$ cat src/rtl/reg_wr_arbiter.sv
// -----------------------------------------------------------------------------
// reg_wr_arbiter
//
// Purpose:
//   Arbitrates write requests from two masters onto a bank of NREG register
//   slices that share one data bus (reg_din) and have individual enables
//   (reg_en). Each grant runs IDLE -> WRITE -> ACK -> IDLE:
//     WRITE : reg_en is one-hot at the latched address for one cycle
//     ACK   : one-cycle ack pulse to the granted master
//   The winner's address and data are captured on the granting edge. Later
//   changes on the request inputs therefore cannot disturb a write in flight.
//
// Optional feature (compile-time macro ARB_ROUND_ROBIN_EN):
//   defined   : ties go to the master that was not granted last (round robin).
//   undefined : master 0 always wins ties and no last-grant state exists.
//
// Ports:
//   clk          sole clock, rising edge
//   rst          asynchronous, active-high reset
//   req0/req1    write request, held high until the matching ack
//   addr0/addr1  target slice index (2 bits)
//   data0/data1  write data (DW bits)
//   ack0/ack1    one-cycle write-complete pulse
//   reg_en       one-hot per-slice write enable (NREG bits)
//   reg_din      shared write data to every slice
//   busy         high whenever the FSM is not in IDLE
// -----------------------------------------------------------------------------
module reg_wr_arbiter #(
  parameter int DW   = 8,
  parameter int NREG = 4
) (
  input  logic            clk,
  input  logic            rst,
  input  logic            req0,
  input  logic [1:0]      addr0,
  input  logic [DW-1:0]   data0,
  output logic            ack0,
  input  logic            req1,
  input  logic [1:0]      addr1,
  input  logic [DW-1:0]   data1,
  output logic            ack1,
  output logic [NREG-1:0] reg_en,
  output logic [DW-1:0]   reg_din,
  output logic            busy
);

  localparam int AW = 2;

  localparam logic [1:0] ST_IDLE  = 2'd0;
  localparam logic [1:0] ST_WRITE = 2'd1;
  localparam logic [1:0] ST_ACK   = 2'd2;

  logic [1:0]    r_state;
  logic          r_winner;   // 0 = master 0, 1 = master 1
  logic [AW-1:0] r_addr;
  logic [DW-1:0] r_data;

  logic          w_any_req;
  logic          w_grant;    // index of the master that wins this cycle
  logic [AW-1:0] w_grant_addr;
  logic [DW-1:0] w_grant_data;

  assign w_any_req = req0 | req1;

`ifdef ARB_ROUND_ROBIN_EN
  // Index of the master granted most recently. Resets to 1 so that master 0
  // wins the first tie after reset.
  logic r_last_grant;

  always_comb begin
    w_grant = 1'b0;
    if (req0 && req1) begin
      w_grant = ~r_last_grant;
    end else if (req1) begin
      w_grant = 1'b1;
    end
  end

  always_ff @(posedge clk or posedge rst) begin
    if (rst) begin
      r_last_grant <= 1'b1;
    end else if (r_state == ST_IDLE && w_any_req) begin
      r_last_grant <= w_grant;
    end
  end
`else
  // Fixed priority: master 1 only wins when master 0 is not asking.
  assign w_grant = req1 & ~req0;
`endif

  assign w_grant_addr = w_grant ? addr1 : addr0;
  assign w_grant_data = w_grant ? data1 : data0;

  // ---------------------------------------------------------------------------
  // State machine and capture of the granted transaction
  // ---------------------------------------------------------------------------
  always_ff @(posedge clk or posedge rst) begin
    if (rst) begin
      r_state  <= ST_IDLE;
      r_winner <= 1'b0;
      r_addr   <= '0;
      r_data   <= '0;
    end else begin
      case (r_state)
        ST_IDLE: begin
          if (w_any_req) begin
            r_state  <= ST_WRITE;
            r_winner <= w_grant;
            r_addr   <= w_grant_addr;
            r_data   <= w_grant_data;
          end
        end
        ST_WRITE: r_state <= ST_ACK;
        ST_ACK:   r_state <= ST_IDLE;
        default:  r_state <= ST_IDLE;
      endcase
    end
  end

  // ---------------------------------------------------------------------------
  // Outputs. All are decoded from registered state, so an asynchronous reset
  // drops reg_en/ack/busy in the same instant that it clears r_state.
  // ---------------------------------------------------------------------------
  generate
    for (genvar gi = 0; gi < NREG; gi++) begin : g_en
      assign reg_en[gi] = (r_state == ST_WRITE) && (r_addr == AW'(gi));
    end
  endgenerate

  // reg_din follows the captured data in every state, so slices see a stable
  // bus outside WRITE and the last written value is held there.
  assign reg_din = r_data;

  assign ack0 = (r_state == ST_ACK) && !r_winner;
  assign ack1 = (r_state == ST_ACK) &&  r_winner;
  assign busy = (r_state != ST_IDLE);

endmodule

$ cat config.mk
export PLATFORM = sky130hd
export DESIGN_NAME = reg_wr_arbiter
export DESIGN_NICKNAME = d
export VERILOG_FILES = /design/src/rtl/reg_wr_arbiter.sv
export SDC_FILE = /design/constraint.sdc
export NUM_CORES = 1
export LEC_CHECK = 0
export BUFFER_PORTS_ARGS = -buffer_cell sky130_fd_sc_hd__buf_2
export CAP_MARGIN = 20
export CORE_UTILIZATION = 46
export CTS_BUF_LIST = sky130_fd_sc_hd__clkbuf_16
export DETAILED_ROUTE_END_ITERATION = 8
export GPL_ROUTABILITY_DRIVEN = 0
export PLACE_DENSITY = 0.89
export SKIP_LAST_GASP = 1
export SYNTH_ARGS = -nofsm -noshare
export SYNTH_HDL_FRONTEND = slang
export SYNTH_SLANG_ARGS = --single-unit
$ cat constraint.sdc
create_clock -name clk -period 3.5 [get_ports clk]
set_clock_uncertainty 0.05 [all_clocks]
set_input_delay 0.35 -clock clk [delete_from_list [all_inputs] [get_ports clk]]
set_output_delay 0.35 -clock clk [all_outputs]
set_load 0.05 [all_outputs]
==> metrics, run 1 <==
outcome complete, no violations; # DRC 0; CTS tree yes; placed cell areas 927 sq um; # setup viols final 0; Reg clk slew, reported paths 0.04 ns; Worst setup EP type output port; later-pin clock latency in the skew report around 0.24 ns; slew margin rel. 0.525; post-DP HPWL 1050 um; worst hold path class input pin to async pin; Die Ht between 40 and 50 um; Die X around 42 um; Peak Freq 552 MHz; post-synth cell types 15; PortBufs 38; wirelength, routed around 1500 um; routed len/inst approximately 14 um; Critical Path AT 1.41 ns; Power Density 1100 nW/um^2; setup TNS 0 ns; Mapped Nets 74; Via density 5.00; core area 1510 sq um; CP Max Fanout 5; vias in the first global route 524; clock sinks 13; shortest period the worst path allows 1.81 ns; share of layout cells above drive strength 1 0.700; aggregate global-route resource usage 0.193; Pre-antenna DRT Iters 2; CTS H-tree depth 1; unrepaired setup endpoints after global routing false; data required time at the worst endpoint 3.10 ns; Gates resized, CTS repair 0; Area Overhead vs Synth 36.7%; worst slew pin tran just over 0.7 ns; Ant. Diodes 0; Post-CTS Setup Bufs 0; Warnings, synthesis 0; DRT iter0 DRCs 3; vias 530; fin area 1010 sq um; Synth Instances 50; sequential share of the synthesized area 0.442; Initial Utilization 0.488; Hold Vio Cnt, Final 0; #FFs+latches synth 13; Root Buffer clkbuf_16; cts hold-fix bufs 0; row cnt 14; maximum root-to-sink buffer count 2; largest net degree at the start of global routing 14; first-pass GRT wire length 2440 um; kind of critical path flip-flop to output port; ANT nets after route 0; die area 1760 sq um; Final Cycle Share 0.518; syn avg cell area 14.7 sq um; fin. max-slew vios 0; final hold slack 0.0647 ns; CP Launch Type flip-flop; peak supply drop 0.000532 V; max-cap check violation count 0; Layout Nets between 100 and 150; IO Count 39; CTS Buf Count 3; Post-Syn Area 736 sq um; P_leak 0.571 nW; initial antenna violation count 0; Congestion Overflow GR 0
routing by layer:
layer  track usage  routed length (um)  share of wire
met1         0.215                 597           0.40
met2         0.338                 765           0.51
met3        0.0388                 106          0.071
met4         0.116                  27          0.018
met5             0                   0              0
final timing paths:
check	from	endpoint	slack [ns]	depth (start not counted)
worst max-delay path	r_state[0]	reg_en[0]	1.69	3
worst min-delay path	rst	reg_din[2]	0.06	2
worst max register to register	r_state[1]	r_addr[0]	1.98	3
worst min register to register	reg_din[6]	reg_din[6]	0.45	1
max in group asynchronous	rst	reg_din[7]	3.02	2
min in group clk	req0	r_winner	0.26	2
state kept, by name (all words and copies together), names as in the netlist:
name / count
reg_din: 8
r_addr: 2
r_state: 2
r_winner: 1
cells by family (layout without fill, tap and decap cells):
family / Yosys count / after routing / share of synthesized area
AND/OR/NAND/NOR: 10 / 10 / 0.0884
multiplexers: 20 / 20 / 0.408
buffers and inverters: 4 / 44 / 0.0357
flip-flops: 13 / 13 / 0.442
AO/OA/AOI/OAI: 3 / 3 / 0.0255
metrics by stage:
stage / std cells / setup slack, ns / util / total power, W
after floorplan: 50 / 1.33 / - / 0.000773
after global placement: 102 / 1.72 / 0.615 / 0.000872
after detailed placement: 102 / 1.68 / 0.615 / 0.000891
after CTS: 106 / 1.68 / 0.668 / 0.00111
after global routing: 106 / 1.51 / 0.668 / 0.00115
final: 106 / 1.69 / 0.668 / 0.00110
cells in the final DEF (no fill, tap or decap):
master | netlist | final
buf_2 | 0 | 38
mux2_4 | 20 | 20
dfrtp_1 | 13 | 13
inv_1 | 2 | 3
clkbuf_16 | 0 | 3
a21oi_1 | 2 | 2
nor3b_1 | 2 | 2
and3b_1 | 2 | 2
nand2b_1 | 1 | 1
nor2_2 | 1 | 1
o21a_2 | 1 | 1
nor2b_1 | 1 | 1
nand2_1 | 1 | 1
nor2_1 | 1 | 1
and3_1 | 1 | 1
cell usage after synthesis (all sizes together):
library cell	number	area share
nand2	1	0.0051
and3	1	0.0085
inv	2	0.010
dfrtp	13	0.44
nand2b	1	0.0085
nor2b	1	0.0085
nor2	2	0.014
buf	2	0.026
mux2	20	0.41
o21a	1	0.012
and3b	2	0.024
nor3b	2	0.020
a21oi	2	0.014
worst max-delay path: stages (launching register included):
cell and delay (ns):
dfrtp_1 0.38, nor2b_1 0.28, nor3b_1 0.22, buf_2 0.29
final cells by class:
class,count,area (sq um)
Clock inverter,1,3.75
Fill cell,117,500
Clock buffer,3,75.1
Inverter,2,7.51
Multi-Input combinational cell,33,384
Sequential cell,13,325
Tap cell,16,20.0
Timing Repair Buffer,38,190
report_power, final:
part	internal, W	total (W)	leakage [nW]	switching (W)
clock	0.000150	0.000211	0.0423	0.0000605
sequential	0.000229	0.000288	0.154	0.0000591
combinational	0.000215	0.000606	0.375	0.000391
total	0.000594	0.00110	0.571	0.000511
(Power assumes the default switching activity.)
==> inputs of run 2 (changes only) <==
--- a/config.mk
+++ b/config.mk
@@ -7,11 +7,11 @@
 export LEC_CHECK = 0
 export BUFFER_PORTS_ARGS = -buffer_cell sky130_fd_sc_hd__buf_2
 export CAP_MARGIN = 20
-export CORE_UTILIZATION = 46
+export CORE_UTILIZATION = 43
 export CTS_BUF_LIST = sky130_fd_sc_hd__clkbuf_16
 export DETAILED_ROUTE_END_ITERATION = 8
 export GPL_ROUTABILITY_DRIVEN = 0
-export PLACE_DENSITY = 0.89
+export PLACE_DENSITY = 0.84
 export SKIP_LAST_GASP = 1
 export SYNTH_ARGS = -nofsm -noshare
 export SYNTH_HDL_FRONTEND = slang
==> constraint.sdc (replaced) <==
create_clock -name clk -period 1.84 [get_ports clk]
set_clock_uncertainty 0.05 [all_clocks]
set_input_delay 0.184 -clock clk [delete_from_list [all_inputs] [get_ports clk]]
set_output_delay 0.184 -clock clk [all_outputs]
set_load 0.05 [all_outputs]
==> metrics, run 2 (same netlist as run 1, synthesis figures left out) <==
Post-CTS Setup Bufs 0 (unchanged); Layout Nets 116 (+0.87%); # setup viols final 0 (unchanged); CTS tree yes; most frequent cells in the layout buf_2, mux2_4, dfrtp_1; clock sinks 13 (unchanged); outcome finished, violations left; max-cap check violation count 0 (unchanged); Die X 43.4 um (+3.3%); Reg clk slew, reported paths 0.04 ns (about the same); Cells after DPL 102 (unchanged); Via density 5.01 (+0.19%); vias 536 (+1.1%); Worst Setup SP r_state[1]; Gates resized, CTS repair 0 (unchanged); PortBufs 38 (unchanged); CTS Buf Count 3 (unchanged); # DRC 3 (+3); Final Cycle Share 0.885; Power Density 2040 nW/um^2 (+86%); row cnt 14 (unchanged); routed len/inst 12.5 um (-12%); Initial Utilization 0.472 (-0.0165); data required time at the worst endpoint 1.61 ns (-1.49 ns); DRT iter0 DRCs 7 (+4); Die Ht 43.4 um (+3.3%); fin. max-slew vios 0 (unchanged); slew margin rel. 0.556 (+0.0309); CP Launch Type flip-flop; post-DP HPWL 1060 um (+1.1%); non-filler cells, final 107 (+0.94%); Ant. Diodes 0 (unchanged); failing checks DRC; Largest register FFs 8 (unchanged); worst hold path class input pin to flip-flop; Worst Reg-to-Reg Cells 3 (unchanged); vias in the first global route 545 (+4.0%); kind of critical path flip-flop to output port; P_leak 0.576 nW (+1.0%); initial antenna violation count 0 (unchanged); maximum root-to-sink buffer count 2 (unchanged); Hold Vio Cnt, Final 0 (unchanged); first-pass GRT wire length 2300 um (-5.7%); CTS H-tree depth 1 (unchanged); unrepaired setup endpoints after global routing false; Peak Freq about 600 MHz; die area 1880 sq um (+6.7%); Congestion Overflow GR 0 (unchanged); aggregate global-route resource usage 0.169 (-0.0239); Pre-antenna DRT Iters 5 (+3); setup TNS 0 ns (unchanged); crit path capture reg_en[0]; Critical Path AT 1.39 ns (-0.02 ns); IO Count 39 (unchanged); Area Overhead vs Synth 38.8%; CP Max Fanout 5 (unchanged); ANT nets after route 0 (unchanged); Worst setup EP type output port; shortest period the worst path allows around 1.6 ns; critical hold path startpoint req0; commonest non-fill, non-tap cell in the layout buf_2; later-pin clock latency in the skew report 0.24 ns (about the same); core area 1560 sq um (+3.5%); worst slew pin tran 0.666 ns (-0.0463 ns); Root Buffer clkbuf_16; worst r2r dst reg_din[2]; worst reg2reg path startpoint r_state[1]; flop2flop setup slack 0.35 ns (-1.63 ns); largest net degree at the start of global routing 14 (unchanged); peak supply drop 0.00129 V (+140%); share of layout cells above drive strength 1 0.703 (+0.00330); final core occ 0.655 (-0.0129); wirelength, routed 1340 um (-11%)
## run 2: power by group
| group | leakage (nW) | internal (W) | switching [W] |
|---|---|---|---|
| Sequential | 0.154 | 0.000436 | 0.000112 |
| Clock | 0.0423 | 0.000285 | 0.000109 |
| Combinational | 0.380 | 0.000412 | 0.000730 |
| Total | 0.576 | 0.00113 | 0.000951 |
## run 2: area by class of cell
| class | instances | area [sq um] |
|---|---|---|
| Clock buffer | 3 | 75.1 |
| Clock inverter | 1 | 3.75 |
| Fill cell | 128 | 538 |
| Inverter | 2 | 7.51 |
| Multi-Input combinational cell | 33 | 389 |
| Sequential cell | 13 | 325 |
| Tap cell | 16 | 20.0 |
| Timing Repair Buffer | 39 | 200 |
## run 2: timing repair
item,CTS,global route
hold endpoints to repair,13,0
endpoints found under the setup margin,0,0
hold buffers,1,0
## run 2: critical path, cell delays in order (launching register included)
cell     delay, ns
dfrtp_1       0.41
nor2b_1       0.25
nor3b_2       0.22
buf_2         0.28
## run 2: worst min path at each step
stage                       endpoint  slack, ns  cells past startpoint
after CTS                   r_winner       0.09                      2
final                       r_winner        0.1                      2
after detailed placement  reg_din[3]       0.18                      2
after floorplan            r_addr[0]       0.01                      1
after global routing        r_winner       0.11                      2
after global placement    reg_din[3]       0.16                      2
## run 2: through the flow
stage | total power, W | worst slack [ns] | instance area (sq um) | hold slack (ns)
3_3_place_gp | 0.00166 | 0.260 | 932 | 0.162
2_1_floorplan | 0.00148 | 0.0601 | 741 | 0.0110
5_1_grt | 0.00219 | 0.0713 | 1020 | 0.108
3_5_place_dp | 0.00170 | 0.223 | 932 | 0.180
6_report | 0.00208 | 0.211 | 1020 | 0.0973
4_1_cts | 0.00211 | 0.184 | 1020 | 0.0938
## run 2: routing by layer
metal,vias up,share of wire,GRT usage
li1,260,-,-
met1,242,0.42,0.193
met2,32,0.48,0.294
met3,2,0.085,0.0375
met4,0,0.011,0.0938
met5,-,0,0
